<file path="src/rtl/dmem_arbiter_pkg.sv">
// Shared types and constants for the data-memory arbiter.
package dmem_arb_pkg;

    // Arbiter mode: free arbitration or a burst held by one requester.
    typedef enum logic {
        IDLE   = 1'b0,
        LOCKED = 1'b1
    } arb_state_t;

    // Number of requesters sharing the memory port.
    localparam int NREQ = 2;

    // Width of the burst beat counter (bursts are limited to 1..15 beats).
    localparam int BEAT_W = 4;

    // A word access must have its two byte-offset bits clear.
    function automatic logic is_misaligned(input logic [1:0] byte_off);
        return byte_off != 2'b00;
    endfunction

endpackage

</file>
<file path="src/rtl/dmem_arbiter_rr_pick.sv">
// Two-input round-robin picker used for free arbitration.
module rr_pick
    import dmem_arb_pkg::*;
(
    input  logic [NREQ-1:0] req_i,
    input  logic            last_i,
    output logic [NREQ-1:0] gnt_o
);

    // A lone requester wins outright; on a tie the one not granted last wins.
    always_comb begin
        gnt_o = '0;
        case (req_i)
            2'b01:   gnt_o = 2'b01;
            2'b10:   gnt_o = 2'b10;
            2'b11:   gnt_o = last_i ? 2'b01 : 2'b10;
            default: gnt_o = '0;
        endcase
    end

endmodule

</file>
<file path="src/rtl/dmem_arbiter.sv">
// Shares the single data-memory port between the load/store path (0) and a
// secondary master (1), with locked bursts capped at MAX_BURST beats.
//
// Handshake: a requester raises reqN and holds its address/data/we stable
// until it sees gntN high in the same cycle; the access is performed in that
// cycle and a write commits on the rising edge that ends it. gntN never rises
// without reqN, and gnt0/gnt1 are never high together.
module dmem_arbiter
    import dmem_arb_pkg::*;
#(
    parameter int MAX_BURST = 4
)(
    input  logic        clk,
    input  logic        reset,
    input  logic        req0,
    input  logic        req1,
    input  logic        lock0,
    input  logic        lock1,
    input  logic        we0,
    input  logic        we1,
    input  logic [31:0] a0,
    input  logic [31:0] a1,
    input  logic [31:0] wd0,
    input  logic [31:0] wd1,
    output logic        gnt0,
    output logic        gnt1,
    output logic [31:0] rd0,
    output logic [31:0] rd1,
    output logic        err0,
    output logic        err1,
    output logic        mem_we,
    output logic [31:0] mem_a,
    output logic [31:0] mem_wd,
    input  logic [31:0] mem_rd,
    output arb_state_t  fsm_state_o
);

    localparam logic [BEAT_W-1:0] MAX_B = BEAT_W'(MAX_BURST);

    arb_state_t        fsm_q, fsm_d;
    logic              last_q, last_d;
    logic              owner_q, owner_d;
    logic [BEAT_W-1:0] beats_q, beats_d;
    logic [NREQ-1:0]   err_q, err_d;

    logic [NREQ-1:0]   req, lock, rr_gnt, gnt;
    logic              owner_beat, any_gnt, sel, misal;
    logic [31:0]       sel_a, sel_wd;
    logic              sel_we;
    logic [BEAT_W-1:0] beats_inc;

    assign req  = {req1, req0};
    assign lock = {lock1, lock0};

    rr_pick u_rr_pick (
        .req_i  (req),
        .last_i (last_q),
        .gnt_o  (rr_gnt)
    );

    // The burst owner keeps the port while it requests; otherwise arbitrate freely.
    always_comb begin
        gnt        = '0;
        owner_beat = reset && (fsm_q == LOCKED) && req[owner_q];
        if (reset) begin
            if (owner_beat) begin
                gnt[owner_q] = 1'b1;
            end else begin
                gnt = rr_gnt;
            end
        end
    end

    assign any_gnt = |gnt;
    assign sel     = gnt[1];

    // Route the granted requester onto the memory port; misaligned writes are dropped.
    always_comb begin
        sel_a  = sel ? a1  : a0;
        sel_wd = sel ? wd1 : wd0;
        sel_we = sel ? we1 : we0;
        misal  = any_gnt && is_misaligned(sel_a[1:0]);
        mem_we = any_gnt && sel_we && !misal;
        mem_a  = any_gnt ? {sel_a[31:2], 2'b00} : 32'h0;
        mem_wd = any_gnt ? sel_wd : 32'h0;
        rd0    = gnt[0] ? mem_rd : 32'h0;
        rd1    = gnt[1] ? mem_rd : 32'h0;
    end

    assign beats_inc = beats_q + BEAT_W'(1);

    // Next-state: round-robin history, burst entry/continuation/exit, sticky errors.
    always_comb begin
        fsm_d   = fsm_q;
        last_d  = last_q;
        owner_d = owner_q;
        beats_d = beats_q;
        err_d   = err_q;
        if (any_gnt) begin
            last_d = sel;
            if (misal) begin
                err_d[sel] = 1'b1;
            end
            if (owner_beat) begin
                // Burst continues only while lock is held and the cap is not reached.
                if (lock[owner_q] && (beats_inc < MAX_B)) begin
                    beats_d = beats_inc;
                end else begin
                    fsm_d   = IDLE;
                    beats_d = '0;
                end
            end else if (lock[sel] && (MAX_B > BEAT_W'(1))) begin
                // The granted beat counts as the first of the burst.
                fsm_d   = LOCKED;
                owner_d = sel;
                beats_d = BEAT_W'(1);
            end else begin
                fsm_d   = IDLE;
                beats_d = '0;
            end
        end else begin
            fsm_d   = IDLE;
            beats_d = '0;
        end
    end

    // State registers; reset clears everything immediately.
    always_ff @(posedge clk or negedge reset) begin
        if (!reset) begin
            fsm_q   <= IDLE;
            last_q  <= 1'b1;
            owner_q <= 1'b0;
            beats_q <= '0;
            err_q   <= '0;
        end else begin
            fsm_q   <= fsm_d;
            last_q  <= last_d;
            owner_q <= owner_d;
            beats_q <= beats_d;
            err_q   <= err_d;
        end
    end

    assign gnt0        = gnt[0];
    assign gnt1        = gnt[1];
    assign err0        = err_q[0];
    assign err1        = err_q[1];
    assign fsm_state_o = fsm_q;

endmodule

</file>
<file path="config.mk">
export PLATFORM = sky130hd
export DESIGN_NAME = dmem_arbiter
export DESIGN_NICKNAME = d
export VERILOG_FILES = /design/src/rtl/dmem_arbiter_pkg.sv /design/src/rtl/dmem_arbiter_rr_pick.sv /design/src/rtl/dmem_arbiter.sv
export SDC_FILE = /design/constraint.sdc
export NUM_CORES = 1
export LEC_CHECK = 0
export CORE_AREA = 3 3 118 120
export DETAILED_ROUTE_END_ITERATION = 8
export DIE_AREA = 0 0 121 123
export DONT_BUFFER_PORTS = 1
export RECOVER_POWER = 50
export SKIP_CTS_REPAIR_TIMING = 1
export SYNTH_ARGS = -nofsm -noshare
export SYNTH_HDL_FRONTEND = slang
export SYNTH_SLANG_ARGS = --single-unit
</file>
<file path="constraint.sdc">
create_clock -name clk -period 1.9 [get_ports clk]
set_clock_uncertainty 0.1 [all_clocks]
set_input_delay 0.285 -clock clk [delete_from_list [all_inputs] [get_ports clk]]
set_output_delay 0.285 -clock clk [all_outputs]
set_load 0.01 [all_outputs]
</file>
==> flow_summary_export.csv, run 1 <==
group,metric,value,unit
timing,fmax,0.480,GHz
yosys,synth-simple-area-share,32.2,%
yosys,synth_flop_cell,"dfrtp_1",
global_routing,first_global_vias,1415,
yosys,synthAdderAreaFrac,0.799,%
route,totalWireLength,10600,µm
clocking,clock_latency,0.23,ns
route,wl_per_cell,26.8,µm
clocking,cts.sinks,9,
run,cap_viol_max_count,0,
die,start_util,12.0,%
yosys,yosysWarnings,0,
clocking,clk_path_buf_depth,2,
global_routing,grt_util_all_layers,8.63,%
die,ios,302,
layout,final_util,20.0,%
worst_hold_path,whs_endpoint,"err_q[1]",
route,route.met3.wl,869,µm
timing,setup_viol,128,
worst_setup_path,cp.required,1.51,ns
worst_setup_path,timing.rr.end,"last_q",
placed_design,routabilityCongestion,0.840,
yosys,ys_types,32,
route,drc_errors,0,
yosys,synth_top_family_by_area,"compound AO/OA/AOI/OAI gates",
layout,antenna_cells,0,
route,vias_per_cell,4.80,
layout,layout-drive-gt1-share,50.7,%
yosys,synth-xor-area-share,1.12,%
worst_hold_path,hold_depth,2,
layout,final_nets,387,
placed_design,post-dp-hpwl,7230,µm
global_routing,grt_max_degree,57,
clocking,cts-htree-levels,1,
outcome,failed_checks,"setup timing",
worst_setup_path,crit_type,"register to output pin",
layout,multi_input_area,1570,µm²
global_routing,grt_pass1_wl,9230,µm
worst_hold_path,worstHoldStart,"a1[1]",
worst_setup_path,r2r-start,"owner_q",
layout,nFillCells,1414,
clocking,cts_root_buf,"clkbuf_16",
route,drt-pass1-iter-count,4,
yosys,synth_area,1570,µm²
worst_setup_path,critPathArrivalTime,1.70,ns
outcome,status,"complete, but fails checks",
timing,setup_ws,-0.182,ns
worst_setup_path,cp-start-kind,"register",
yosys,seq_area_frac_synth,14.5,%
route,met1_length,4700,µm
yosys,synth_edf_count,0,
pwr,totalPowerFinal,1.34,mW
clocking,cts_tree,"yes",
clocking,clk_pin_slew,0.04,ns
layout,syn2layout_area_growth,67.3,%
die,die_h,123,µm
die,dieArea,14900,µm²
route,vias,1888,
timing,rsz0062_at_grt,"true",
timing,period_share,110,%
yosys,ys_top_cells_by_area,"a22o_1, and2_1, dfrtp_1, buf_2, a31oi_4",
route,antenna_left,0,
worst_setup_path,path_max_fanout,22,
worst_setup_path,reg2reg_setup_slack,0.04,ns
pwr,leakagePower,1.12,nW
yosys,synth_mux_area_share,1.92,%
clocking,cts_inserted_buffers,3,
timing,hold_viol,0,
yosys,synth_compound_area_share,40.9,%
yosys,synth_top_area_share,34.7,%
worst_hold_path,hold_class,"input pin to register",
global_routing,antenna_found_initial,1,
worst_setup_path,cp-end-kind,"output pin",
timing,fin_crit,2.08,ns
yosys,syn_inst,197,
pwr,ir_worst_vdd,0.426,mV
yosys,yosys.area.top_type,"a22o_1",
route,highest_layer,"met5",
die,row_count,42,
timing,finalMaxSlewViolations,0,
route,drtIter0Drc,179,
yosys,avgSynthCellArea,7.95,µm²
die,core_area,13100,µm²
placed_design,io_buffer_count,0,
global_routing,grt.overflow.total,0,
yosys,ys_async_sr_fraction,100,%
layout,area.sequential,229,µm²
die,chipWidth,121,µm
worst_setup_path,worstRegToRegCells,8,
yosys,ys_ff_latch,9,
pwr,powerDensity,512,nW/µm²
route,dr_wl_met2,4840,µm
synth_stat cells, types with 2 or more instances:
cell	instances
nand2_1	7
buf_4	5
xor2_1	2
mux2i_1	3
a31oi_4	2
dfrtp_1	8
nand3_1	3
and2_1	64
buf_2	9
inv_1	2
nand2b_1	3
clkbuf_1	8
a22o_1	62
final cells by class:
| type | instances | area share, % |
|---|---|---|
| timing repair buffer | 36 | 19.7 |
| inverter | 2 | 0.287 |
| sequential | 9 | 8.74 |
| tap | 176 | 8.40 |
| multi-input combinational | 166 | 59.8 |
| clock buffer | 4 | 3.01 |
metal layers:
layer | track usage [%] | vias to the layer above
li1 | - | 774
met1 | 13.1 | 954
met2 | 12.2 | 148
met3 | 2.29 | 10
met4 | 1.49 | 2
met5 | 0 | -
worst max-delay path, cell delays in order, from the launching register on:
cell and delay, ns:
dfrtp_2 0.41, nand2b_1 0.18, a31oi_4 0.34, buf_12 0.21, nand3_1 0.09, o31ai_1 0.07
buf_4 0.16
report_power, final:
part           leakage [nW]  switching, mW  internal (mW)
logic                 0.983          0.367          0.376
registers             0.102         0.0149          0.212
clock network        0.0382         0.0908          0.281
through the flow:
stage | cell area [µm²] | hold WS [ns] | setup TNS [ns] | std cells | setup WS, ns
final | 2620 | 0.125 | -15.29 | 393 | -0.182
after global routing | 2620 | 0.123 | -21.41 | 393 | -0.238
after CTS | 1890 | -0.356 | -19.04 | 369 | -0.206
after detailed placement | 1810 | -0.110 | 0 | 365 | 0.0481
after global placement | 1810 | -0.110 | 0 | 365 | 0.0925
after floorplan | 1580 | -0.111 | 0 | 200 | 0.0161
cell usage in the layout, fill, tap and decap left out:
cell type	Yosys	final
o2111ai_1	1	1
o31ai_1	1	1
nor3b_1	1	1
clkbuf_1	8	1
nand2b_4	0	1
nand2_1	7	7
xor2_1	2	2
ha_1	1	1
buf_4	5	14
o22ai_1	1	1
dlygate4sd3_1	0	1
a21o_1	1	1
buf_8	0	2
a22o_4	0	28
dfrtp_1	8	6
o21ai_1	1	1
nor2_1	1	1
a22o_1	62	34
nand2b_1	3	2
nand4_1	1	1
conb_1	1	4
clkbuf_16	0	10
dfrtp_2	0	2
nand3_1	3	3
o21a_1	1	1
nand3b_1	1	1
and3_1	1	1
o21ai_0	1	1
buf_6	1	5
buf_12	0	7
and2_4	0	37
mux2i_1	3	3
and2_1	64	27
a31oi_4	2	2
nor4_1	1	1
or2_4	0	1
o21bai_1	1	1
inv_1	2	2
dfstp_2	1	1
cells by family (layout without fill, tap and decap cells):
family                     Yosys count  in the layout
muxes                                3              3
and+or+nand+nor                     84             84
xor gates and xnor gates             2              2
buffers and inverters               25             42
other                                1              4
adders and majority gates            1              1
AOI/OAI and AO/OA                   72             72
DFF                                  9              9
worst max path at each step:
stage                     depth (start not counted)         to         from  slack [ns]
after floorplan                                   5     mem_we  fsm_state_o        0.02
after global routing                              6     mem_we      owner_q       -0.24
after CTS                                         5  mem_a[20]  fsm_state_o       -0.21
after global placement                            6     mem_we      owner_q        0.09
after detailed placement                          5  mem_a[20]  fsm_state_o        0.05
final                                             6     mem_we      owner_q       -0.18
state kept, by name, summed over array words and instances (netlist names):
register     cells
last_q           1
owner_q          1
err_q            2
fsm_state_o      1
beats_q          4
Note: power is estimated with default switching activity, not from simulation.
==> inputs of run 2 (changes only) <==
==> constraint.sdc (replaced) <==
create_clock -name clk -period 1.8 [get_ports clk]
set_clock_uncertainty 0.1 [all_clocks]
set_input_delay 0.27 -clock clk [delete_from_list [all_inputs] [get_ports clk]]
set_output_delay 0.27 -clock clk [all_outputs]
set_load 0.01 [all_outputs]
==> flow_summary_export.csv, run 2 (synthesis results as in run 1) <==
group,metric,value,unit
outcome,status,"complete, but fails checks",
outcome,failed_checks,"setup timing",
worst_setup_path,crit_buf_inv,2,
timing,fin_crit,2.02,ns
timing,setup_ws,-0.225,ns
pwr,ir_worst_vdd,0.354,mV
run,cap_viol_max_count,0,
worst_hold_path,hold_class,"input pin to register",
worst_setup_path,cp_slowest_stage_delay,0.53,ns
timing,setup_viol,127,
worst_setup_path,slowest_stage,"dfstp_2",
die,chipWidth,121,µm
placed_design,routabilityCongestion,0.765,
layout,final_nets,375,
worst_setup_path,cp-start-kind,"register",
timing,hold_viol,0,
clocking,cts.sinks,9,
clocking,cts_tree,"yes",
worst_setup_path,cp_cell_sequence,"or2_1 > a31oi_4 > buf_6 > clkbuf_16 > a22o_4",
die,ios,302,
global_routing,grt_util_all_layers,7.96,%
worst_setup_path,critPathArrivalTime,1.65,ns
die,die_h,123,µm
worst_setup_path,worstRegToRegCells,6,
placed_design,post-dp-hpwl,6440,µm
worst_setup_path,startpoint,"last_q",
timing,fmax,0.494,GHz
layout,final_cell_mix,"and2_4, a22o_1, a22o_4",
worst_setup_path,critPathTopFamily,"flip-flops",
route,drtIter0Drc,120,
global_routing,grt.overflow.total,0,
worst_setup_path,path_max_fanout,15,
global_routing,first_global_vias,1488,
route,totalWireLength,9440,µm
route,drc_errors,0,
worst_setup_path,r2r-start,"fsm_state_o",
die,row_count,42,
layout,max_flop_register,"beats_q",
timing,fin_hold_ws,0.111,ns
placed_design,dp_worst_setup_slack,-0.0148,ns
layout,antenna_cells,0,
worst_hold_path,hold_depth,2,
global_routing,grt_pass1_wl,8910,µm
timing,finalMaxSlewViolations,0,
route,wl_per_cell,24.8,µm
worst_setup_path,cp.required,1.43,ns
global_routing,grt_max_degree,62,
route,drt-pass1-iter-count,4,
layout,area.sequential,226,µm²
worst_setup_path,crit_type,"register to output pin",
timing,period_share,112,%
die,dieArea,14900,µm²
pwr,leakagePower,1.09,nW
layout,largest_reg_flops,4,
route,vias_per_cell,4.78,
layout,final_common_cell,"and2_4",
route,antenna_left,0,
clocking,cts-htree-levels,1,
placed_design,io_buffer_count,0,
global_routing,antenna_found_initial,0,
layout,reg_top3,"beats_q (4), err_q (2)",
timing,rsz0062_at_grt,"true",
layout,multi_input_area,1620,µm²
clocking,clock_latency,0.23,ns
placed_design,post-place-cells,360,
worst_hold_path,worstHoldStart,"a1[1]",
worst_setup_path,timing.rr.end,"beats_q[0]",
layout,final_util,19.7,%
worst_setup_path,cp-end-kind,"output pin",
timing,setup_tns,-21.76,ns
die,core_area,13100,µm²
pwr,powerDensity,532,nW/µm²
die,start_util,12.0,%
layout,finalNonFillerCells,381,
route,vias,1822,
clocking,cts_root_buf,"clkbuf_16",
worst_setup_path,reg2reg_setup_slack,0.02,ns
layout,nFillCells,1413,
clocking,cts_inserted_buffers,3,
clocking,clk_path_buf_depth,2,
worst_hold_path,whs_endpoint,"err_q[1]",
clocking,clk_pin_slew,0.04,ns
layout,syn2layout_area_growth,64.7,%
layout,layout-drive-gt1-share,52.2,%
[run 2: cell count changes in the layout (fill, tap and decap cells not counted), moves of 2 or more]
cell	change
buf_4	-10
and2_1	-7
and2_4	+7
a22o_1	-2
a22o_4	+2
buf_12	-2
dfrtp_1	+2
dfrtp_2	-2
[run 2: cell type report]
| cell class | instances | share of cell area [%] |
|---|---|---|
| Clock buffer | 3 | 2.91 |
| Clock inverter | 1 | 0.194 |
| Tap cell | 176 | 8.54 |
| Inverter | 2 | 0.291 |
| Timing Repair Buffer | 24 | 16.6 |
| Sequential cell | 9 | 8.78 |
| Multi-Input combinational cell | 166 | 62.7 |
[run 2: report_power, final]
group          internal, mW  total, mW  leakage [nW]  switching (mW)
logic                 0.380      0.754         0.948           0.374
registers             0.222      0.233         0.105          0.0112
clock network         0.292      0.386        0.0409          0.0934
total                 0.895       1.37          1.09           0.479
[run 2: per-stage QoR]
step                      area [µm²]  total power [mW]
after floorplan                 1580             0.652
after global placement          1790             0.724
after detailed placement        1790             0.729
after CTS                       1870              1.13
after global routing            2580              1.45
final                           2580              1.37
[run 2: metal layers]
metal	track usage [%]	vias to the layer above	share of wire, %
li1	-	739	-
met1	10.8	919	38
met2	13.4	162	52
met3	1.74	2	9.7
met4	0.850	0	0.11
met5	0	-	0
[run 2: how the worst max path moves through the flow]
stage	to	slack, ns	cells past startpoint
after floorplan	mem_wd[25]	0.002	5
after global placement	mem_we	0.01	5
after detailed placement	mem_we	-0.01	5
after CTS	mem_we	-0.27	5
after global routing	mem_we	-0.29	5
final	mem_a[27]	-0.22	5
[run 2: worst reg2reg max path, stage by stage (launching register included)]
cell and delay (ns):
dfrtp_1 0.39, or2_1 0.25, a31oi_4 0.20, buf_4 0.18
buf_8 0.16, mux2i_2 0.25, o22ai_1 0.10
